**config.mk**
```make
export PLATFORM = sky130hd
export DESIGN_NAME = axi4_lite_slave_regs
export DESIGN_NICKNAME = d
export VERILOG_FILES = /design/src/rtl/axi4_lite_pkg.sv /design/src/rtl/axi4_lite_slave_wr_ctrl.sv /design/src/rtl/axi4_lite_slave_regs.sv
export SDC_FILE = /design/constraint.sdc
export NUM_CORES = 1
export LEC_CHECK = 0
export CORE_MARGIN = 4
export CORE_UTILIZATION = 30
export CTS_CLUSTER_SIZE = 25
export DETAILED_ROUTE_END_ITERATION = 8
export SYNTH_ARGS = -nofsm -noshare
export SYNTH_HDL_FRONTEND = slang
export SYNTH_SLANG_ARGS = --single-unit
```
**constraint.sdc**
```tcl
create_clock -name clk -period 2.2 [get_ports clk]
set_input_delay 0.44 -clock clk [delete_from_list [all_inputs] [get_ports clk]]
set_output_delay 0.44 -clock clk [all_outputs]
set_load 0.1 [all_outputs]
```
**src/rtl/axi4_lite_pkg.sv**
```systemverilog
// Shared constants, FSM state types and helpers for the AXI4-Lite
// register subordinate.
package axi4_lite_pkg;

    localparam logic [1:0] C_RESP_OKAY   = 2'b00;
    localparam logic [1:0] C_RESP_SLVERR = 2'b10;

    typedef enum logic [1:0] {
        W_IDLE,
        W_COMMIT,
        W_RESP
    } wr_state_e;

    typedef enum logic {
        R_IDLE,
        R_VALID
    } rd_state_e;

    function automatic int f_off_width(input int dw);
        return $clog2(dw / 8);
    endfunction

endpackage

```
**src/rtl/axi4_lite_slave_wr_ctrl.sv**
```systemverilog
// AW/W capture, write FSM and B channel; emits a one-cycle commit
// request that the register bank applies.
module axi4_lite_slave_wr_ctrl
    import axi4_lite_pkg::*;
#(
    parameter int G_ADDR_WIDTH = 8,
    parameter int G_DATA_WIDTH = 32,
    parameter int G_NB_REGS    = 16,
    localparam int OFF_W = f_off_width(G_DATA_WIDTH),
    localparam int IDX_W = G_ADDR_WIDTH - OFF_W
) (
    input  logic                      clk,
    input  logic                      rst_n,
    input  logic                      awvalid,
    input  logic [G_ADDR_WIDTH-1:0]   awaddr,
    output logic                      awready,
    input  logic                      wvalid,
    input  logic [G_DATA_WIDTH-1:0]   wdata,
    input  logic [G_DATA_WIDTH/8-1:0] wstrb,
    output logic                      wready,
    input  logic                      bready,
    output logic                      bvalid,
    output logic [1:0]                bresp,
    output logic                      commit,
    output logic [IDX_W-1:0]          commit_idx,
    output logic [G_DATA_WIDTH-1:0]   commit_data,
    output logic [G_DATA_WIDTH/8-1:0] commit_strb,
    output logic                      commit_err
);

    wr_state_e                 state;
    logic                      aw_held;
    logic                      w_held;
    logic                      aw_hs;
    logic                      w_hs;
    logic [IDX_W-1:0]          idx_q;
    logic [G_DATA_WIDTH-1:0]   data_q;
    logic [G_DATA_WIDTH/8-1:0] strb_q;
    logic                      unused_ok;

    assign unused_ok = ^awaddr[OFF_W-1:0];

    assign awready = !aw_held && !bvalid;
    assign wready  = !w_held && !bvalid;
    assign aw_hs   = awvalid && awready;
    assign w_hs    = wvalid && wready;

    assign commit      = (state == W_COMMIT);
    assign commit_idx  = idx_q;
    assign commit_data = data_q;
    assign commit_strb = strb_q;
    assign commit_err  = 32'(idx_q) >= G_NB_REGS;

    always_ff @(posedge clk or negedge rst_n) begin
        if (!rst_n) begin
            state   <= W_IDLE;
            aw_held <= 1'b0;
            w_held  <= 1'b0;
            idx_q   <= '0;
            data_q  <= '0;
            strb_q  <= '0;
            bvalid  <= 1'b0;
            bresp   <= C_RESP_OKAY;
        end else begin
            unique case (state)
                W_IDLE: begin
                    if (aw_hs) begin
                        aw_held <= 1'b1;
                        idx_q   <= awaddr[G_ADDR_WIDTH-1:OFF_W];
                    end
                    if (w_hs) begin
                        w_held <= 1'b1;
                        data_q <= wdata;
                        strb_q <= wstrb;
                    end
                    if ((aw_held || aw_hs) && (w_held || w_hs))
                        state <= W_COMMIT;
                end
                W_COMMIT: begin
                    aw_held <= 1'b0;
                    w_held  <= 1'b0;
                    bvalid  <= 1'b1;
                    bresp   <= commit_err ? C_RESP_SLVERR : C_RESP_OKAY;
                    state   <= W_RESP;
                end
                W_RESP: begin
                    if (bready) begin
                        bvalid <= 1'b0;
                        state  <= W_IDLE;
                    end
                end
                default: state <= W_IDLE;
            endcase
        end
    end

endmodule

```
**src/rtl/axi4_lite_slave_regs.sv**
```systemverilog
// AXI4-Lite subordinate exposing a bank of read/write registers with
// per-register write pulses.
module axi4_lite_slave_regs
    import axi4_lite_pkg::*;
#(
    parameter int G_AXI4_LITE_ADDR_WIDTH = 8,
    parameter int G_AXI4_LITE_DATA_WIDTH = 32,
    parameter int G_NB_REGS              = 16,
    parameter logic [G_AXI4_LITE_DATA_WIDTH-1:0] G_REG_RESET = '0
) (
    input  logic                                  clk,
    input  logic                                  rst_n,
    input  logic                                  awvalid,
    input  logic [G_AXI4_LITE_ADDR_WIDTH-1:0]     awaddr,
    input  logic [2:0]                            awprot,
    output logic                                  awready,
    input  logic                                  wvalid,
    input  logic [G_AXI4_LITE_DATA_WIDTH-1:0]     wdata,
    input  logic [G_AXI4_LITE_DATA_WIDTH/8-1:0]   wstrb,
    output logic                                  wready,
    input  logic                                  bready,
    output logic                                  bvalid,
    output logic [1:0]                            bresp,
    input  logic                                  arvalid,
    input  logic [G_AXI4_LITE_ADDR_WIDTH-1:0]     araddr,
    input  logic [2:0]                            arprot,
    output logic                                  arready,
    input  logic                                  rready,
    output logic                                  rvalid,
    output logic [G_AXI4_LITE_DATA_WIDTH-1:0]     rdata,
    output logic [1:0]                            rresp,
    output logic [G_NB_REGS*G_AXI4_LITE_DATA_WIDTH-1:0] regs_o,
    output logic [G_NB_REGS-1:0]                  wr_pulse_o
);

    localparam int DW    = G_AXI4_LITE_DATA_WIDTH;
    localparam int AW    = G_AXI4_LITE_ADDR_WIDTH;
    localparam int NBL   = DW / 8;
    localparam int OFF_W = f_off_width(DW);
    localparam int IDX_W = AW - OFF_W;

    logic [DW-1:0]        regs_q [G_NB_REGS];
    logic [G_NB_REGS-1:0] wr_sel;
    logic                 commit;
    logic [IDX_W-1:0]     commit_idx;
    logic [DW-1:0]        commit_data;
    logic [NBL-1:0]       commit_strb;
    logic                 commit_err;
    rd_state_e            r_state;
    logic [IDX_W-1:0]     r_idx;
    logic                 r_err;
    logic [DW-1:0]        rd_word;
    logic                 unused_ok;

    assign unused_ok = ^{awprot, arprot, araddr[OFF_W-1:0]};

    axi4_lite_slave_wr_ctrl #(
        .G_ADDR_WIDTH (AW),
        .G_DATA_WIDTH (DW),
        .G_NB_REGS    (G_NB_REGS)
    ) u_wr_ctrl (
        .clk         (clk),
        .rst_n       (rst_n),
        .awvalid     (awvalid),
        .awaddr      (awaddr),
        .awready     (awready),
        .wvalid      (wvalid),
        .wdata       (wdata),
        .wstrb       (wstrb),
        .wready      (wready),
        .bready      (bready),
        .bvalid      (bvalid),
        .bresp       (bresp),
        .commit      (commit),
        .commit_idx  (commit_idx),
        .commit_data (commit_data),
        .commit_strb (commit_strb),
        .commit_err  (commit_err)
    );

    always_comb begin
        wr_sel = '0;
        for (int i = 0; i < G_NB_REGS; i++)
            if (commit && !commit_err && commit_idx == IDX_W'(i))
                wr_sel[i] = 1'b1;
    end

    always_ff @(posedge clk or negedge rst_n) begin
        if (!rst_n) begin
            for (int i = 0; i < G_NB_REGS; i++)
                regs_q[i] <= G_REG_RESET;
            wr_pulse_o <= '0;
        end else begin
            wr_pulse_o <= wr_sel;
            for (int i = 0; i < G_NB_REGS; i++)
                for (int k = 0; k < NBL; k++)
                    if (wr_sel[i] && commit_strb[k])
                        regs_q[i][8*k +: 8] <= commit_data[8*k +: 8];
        end
    end

    for (genvar g = 0; g < G_NB_REGS; g++) begin : g_regs_out
        assign regs_o[g*DW +: DW] = regs_q[g];
    end

    // Read sees pre-commit contents because regs_q updates on the same edge.
    assign r_idx   = araddr[AW-1:OFF_W];
    assign r_err   = 32'(r_idx) >= G_NB_REGS;
    assign arready = !rvalid;

    always_comb begin
        rd_word = '0;
        for (int i = 0; i < G_NB_REGS; i++)
            if (r_idx == IDX_W'(i))
                rd_word = regs_q[i];
    end

    always_ff @(posedge clk or negedge rst_n) begin
        if (!rst_n) begin
            r_state <= R_IDLE;
            rvalid  <= 1'b0;
            rdata   <= '0;
            rresp   <= C_RESP_OKAY;
        end else begin
            unique case (r_state)
                R_IDLE: begin
                    if (arvalid) begin
                        rvalid  <= 1'b1;
                        rdata   <= r_err ? '0 : rd_word;
                        rresp   <= r_err ? C_RESP_SLVERR : C_RESP_OKAY;
                        r_state <= R_VALID;
                    end
                end
                R_VALID: begin
                    if (rready) begin
                        rvalid  <= 1'b0;
                        r_state <= R_IDLE;
                    end
                end
                default: r_state <= R_IDLE;
            endcase
        end
    end

endmodule
```
==> impl_metrics.toml <==
[critical_path]
reg2reg_depth = 9
ff2ff_setup_slack_ns = -0.20
critPathLaunchType = "flip-flop"
arrival_ns = 2.88
critPathMaxFanout = 8
path_buf_inv = 3
worstPathCellList = "or4b_4 > buf_6 > nor2_4 > nand2_4 > nor3_4 > buf_6 > nand2_1 > buf_12 > mux2_2"
cp_data_required_time_ns = 2.68
end_kind = "flip-flop"
path_class = "flip-flop to flip-flop"
r2r_end = "regs_o[82]"
cp_top_family = "simple AND/OR/NAND/NOR gates"
crit_path_frequent_cell = "buf_6"
reg2reg_from = "u_wr_ctrl.state[1]"
worst-path-stages = 9
slowest_delay_ns = 0.56
cp_slowest_cell = "or4b_4"

[synthesis]
synthCells = 1973
synth_edf_count = 0
syn_area_per_cell_um2 = 13.3
synth_top_area_share_pct = 58.4
synth_cell_types = 57
synth_top_cell_by_area = "dfrtp_1"
async_flop_share_pct = 100
ys_seq_elements = 611
synthTopCellsByArea = "dfrtp_1 58%, mux2_2 24%, a22oi_1 3.8%, nand2_1 1.7%, clkbuf_1 1.4%"
syn_area_um2 = 26200
synth_ff_type = "dfrtp_1"
yosysSeqAreaShare_pct = 58.4
synth_common_cells = "611 x dfrtp_1, 556 x mux2_2, 131 x a22oi_1, 119 x nand2_1, 96 x clkbuf_1"
synth_warnings = 0
yosysMostFrequentCell = "dfrtp_1"

[power_and_ir_drop]
p_leak_uw = 0.0204
vdd_drop_max_uv = 1250
finalPower_uw = 56100
power_density_nw_per_um2 = 1410

[detailed_routing]
dr.pass1.iters = 7
final_antenna_net_count = 0
viasPerCell = 5.50
drcViolationCount = 0
wl_per_cell_um = 31.8
drtIter0Drc = 2181
vias = 22800
wirelength_um = 132000

[cts]
htreeDepth = 3
cts_sinks = 611
cts_root_buf = "clkbuf_16"
cts_buffers = 71
insertion_delay_ns = 0.62
cts_tree = "yes"
clkSlewWorstSetupHoldPaths_ns = 0.06
cts_max_path_buffers = 3

[global_routing]
met1_usage_pct = 35.4
grt_first_pass_wirelength_um = 182000
grtUsageTotal_pct = 27.8
top_usage_layer = "met2"
grt_max_degree = 85
use_met2_pct = 44.2
met3_usage_pct = 6.55
antenna_found_initial = 5
overflow = 0
grt_pass1_vias = 23800

[finish]
area_growth_pct = 52.2
nets = 3000
drive_above_1_share_pct = 58.4

[sta]
finalClockSkew_ns = 0.0196
max_freq_mhz = 417
setup_ws_ns = -0.201
rsz0062_at_grt = "true"
setup_viol = 379
period_share_pct = 109
worst_pin_slew_ns = 1.26
finalHoldViolCount = 0
slew-limit-headroom_pct = 16.3
period_minus_slack_ns = 2.40
drv_slew = 0
timing.setup.tns_ns = -33.37

[floorplan]
placementRows = 108
die_area_um2 = 92000
core_region_area_um2 = 86600
dieHeight_um = 303
num_io_pins = 634
fp.dieW_um = 303
start_util_pct = 30.2

[flow_run]
drv_cap = 0

[outcome]
status = "complete, but fails checks"
violations = "negative setup slack"

[place]
gp_congestion = 0.932
hpwl_um = 100000
io_buffers = 621

[worst_hold_path]
holdCritPathClass = "input port to asynchronous set/reset pin"
## state kept, by name (all words and copies together), names as in the netlist, 2 cells and up
register / flops
u_wr_ctrl.commit_data: 32
wr_pulse_o: 16
u_wr_ctrl.commit_strb: 4
rdata: 32
u_wr_ctrl.commit_idx: 6
regs_o: 512
u_wr_ctrl.state: 2
## final cells by class
type | count | area [µm²]
Clock inverter | 18 | 262
Timing Repair Buffer | 1010 | 9450
Inverter | 5 | 18.8
Antenna cell | 2 | 5.00
Tap cell | 1155 | 1450
Sequential cell | 611 | 15300
Clock buffer | 108 | 2190
Multi-Input combinational cell | 1236 | 11200
Fill cell | 7871 | 46800
## logic make-up (layout without fill, tap and decap cells)
logic type / after synthesis / after routing / share of synthesized area, %
AOI/OAI and AO/OA: 352 / 352 / 9.58
buffers and inverters: 127 / 1141 / 1.96
DFF: 611 / 611 / 58.4
muxes: 558 / 558 / 24.0
other: 1 / 4 / 0.0143
and+or+nand+nor: 324 / 324 / 6.02
## worst max-delay path by stage
stage,end,start,slack (ns)
final,regs_o[82],u_wr_ctrl.state[1],-0.20
after global routing,regs_o[8],u_wr_ctrl.state[1],-0.27
after CTS,regs_o[8],u_wr_ctrl.state[1],-0.25
after detailed placement,rdata[9],araddr[4],-1.11
after global placement,rdata[17],araddr[2],-1.01
after floorplan,awready,u_wr_ctrl.bvalid,-0.19
## worst reg2reg max path, stage by stage (launching register included)
cell and delay (ns):
dfrtp_1 0.37, or4b_4 0.56, buf_6 0.15, nor2_4 0.09, nand2_4 0.12, nor3_4 0.20
buf_6 0.17, nand2_1 0.11, buf_12 0.24, mux2_2 0.27
## placed cells by master (no fill, tap or decap), types with 7 or more instances in the layout
master           Yosys  routed
buf_4                3     786
dfrtp_1            611     608
mux2_2             556     543
a22oi_1            131     131
buf_12               0     114
nand2_1            119      81
clkbuf_16            0      77
a21oi_1             54      54
buf_6                0      49
clkdlybuf4s50_1      0      47
nor2_1              62      41
o21ai_0             38      37
nand3_1             33      32
nand2_4              0      31
o22ai_1             29      29
nor2_4               0      25
a222oi_1            20      20
nand4_1             18      18
o221ai_1            21      18
clkbuf_8             0      17
nand2_2             16      16
and3_1              15      15
clkbuf_1            96      15
a221oi_1            16      14
mux2_4               0      13
nor4_1              10       9
clkinv_2             0       8
nor3_1               9       7
nand2_8              0       7
a211oi_1             7       7
## stage by stage
| stage | hold WS (ns) | cells | setup WS [ns] | utilization, % | instance area (µm²) |
|---|---|---|---|---|---|
| 3_5_place_dp | 0.392 | 3965 | -1.11 | 41.4 | 35900 |
| 6_report | 0.347 | 4145 | -0.201 | 46.0 | 39800 |
| 3_3_place_gp | 0.387 | 3965 | -1.01 | 41.4 | 35900 |
| 5_1_grt | 0.363 | 4144 | -0.266 | 46.0 | 39800 |
| 4_1_cts | 0.303 | 4139 | -0.253 | 45.6 | 39500 |
| 2_1_floorplan | 0.144 | 1974 | -0.194 | - | 26300 |
## metal layers
metal	share of wire [%]	routed length [µm]	up-vias
met5	0	0	-
met2	47	61400	1195
li1	-	-	9382
met1	39	52100	11900
met4	5.6	7430	0
met3	8.4	11000	302
## repair_timing
action / CTS / global route
endpoints found under the hold margin: 29 / 0
cloned: 3 / 1
endpoints found under the setup margin: 530 / 544
hold buffers: 1 / 0
gates resized for setup: 171 / 64
buffers inserted: 44 / 7
pin swaps: 31 / 21
## power by group
group          internal, µW  switching, µW
Clock                  7570           4820
Combinational          5540          19500
Sequential            13800           4860
Total                 26900          29200
Note: power is estimated with default switching activity, not from simulation.
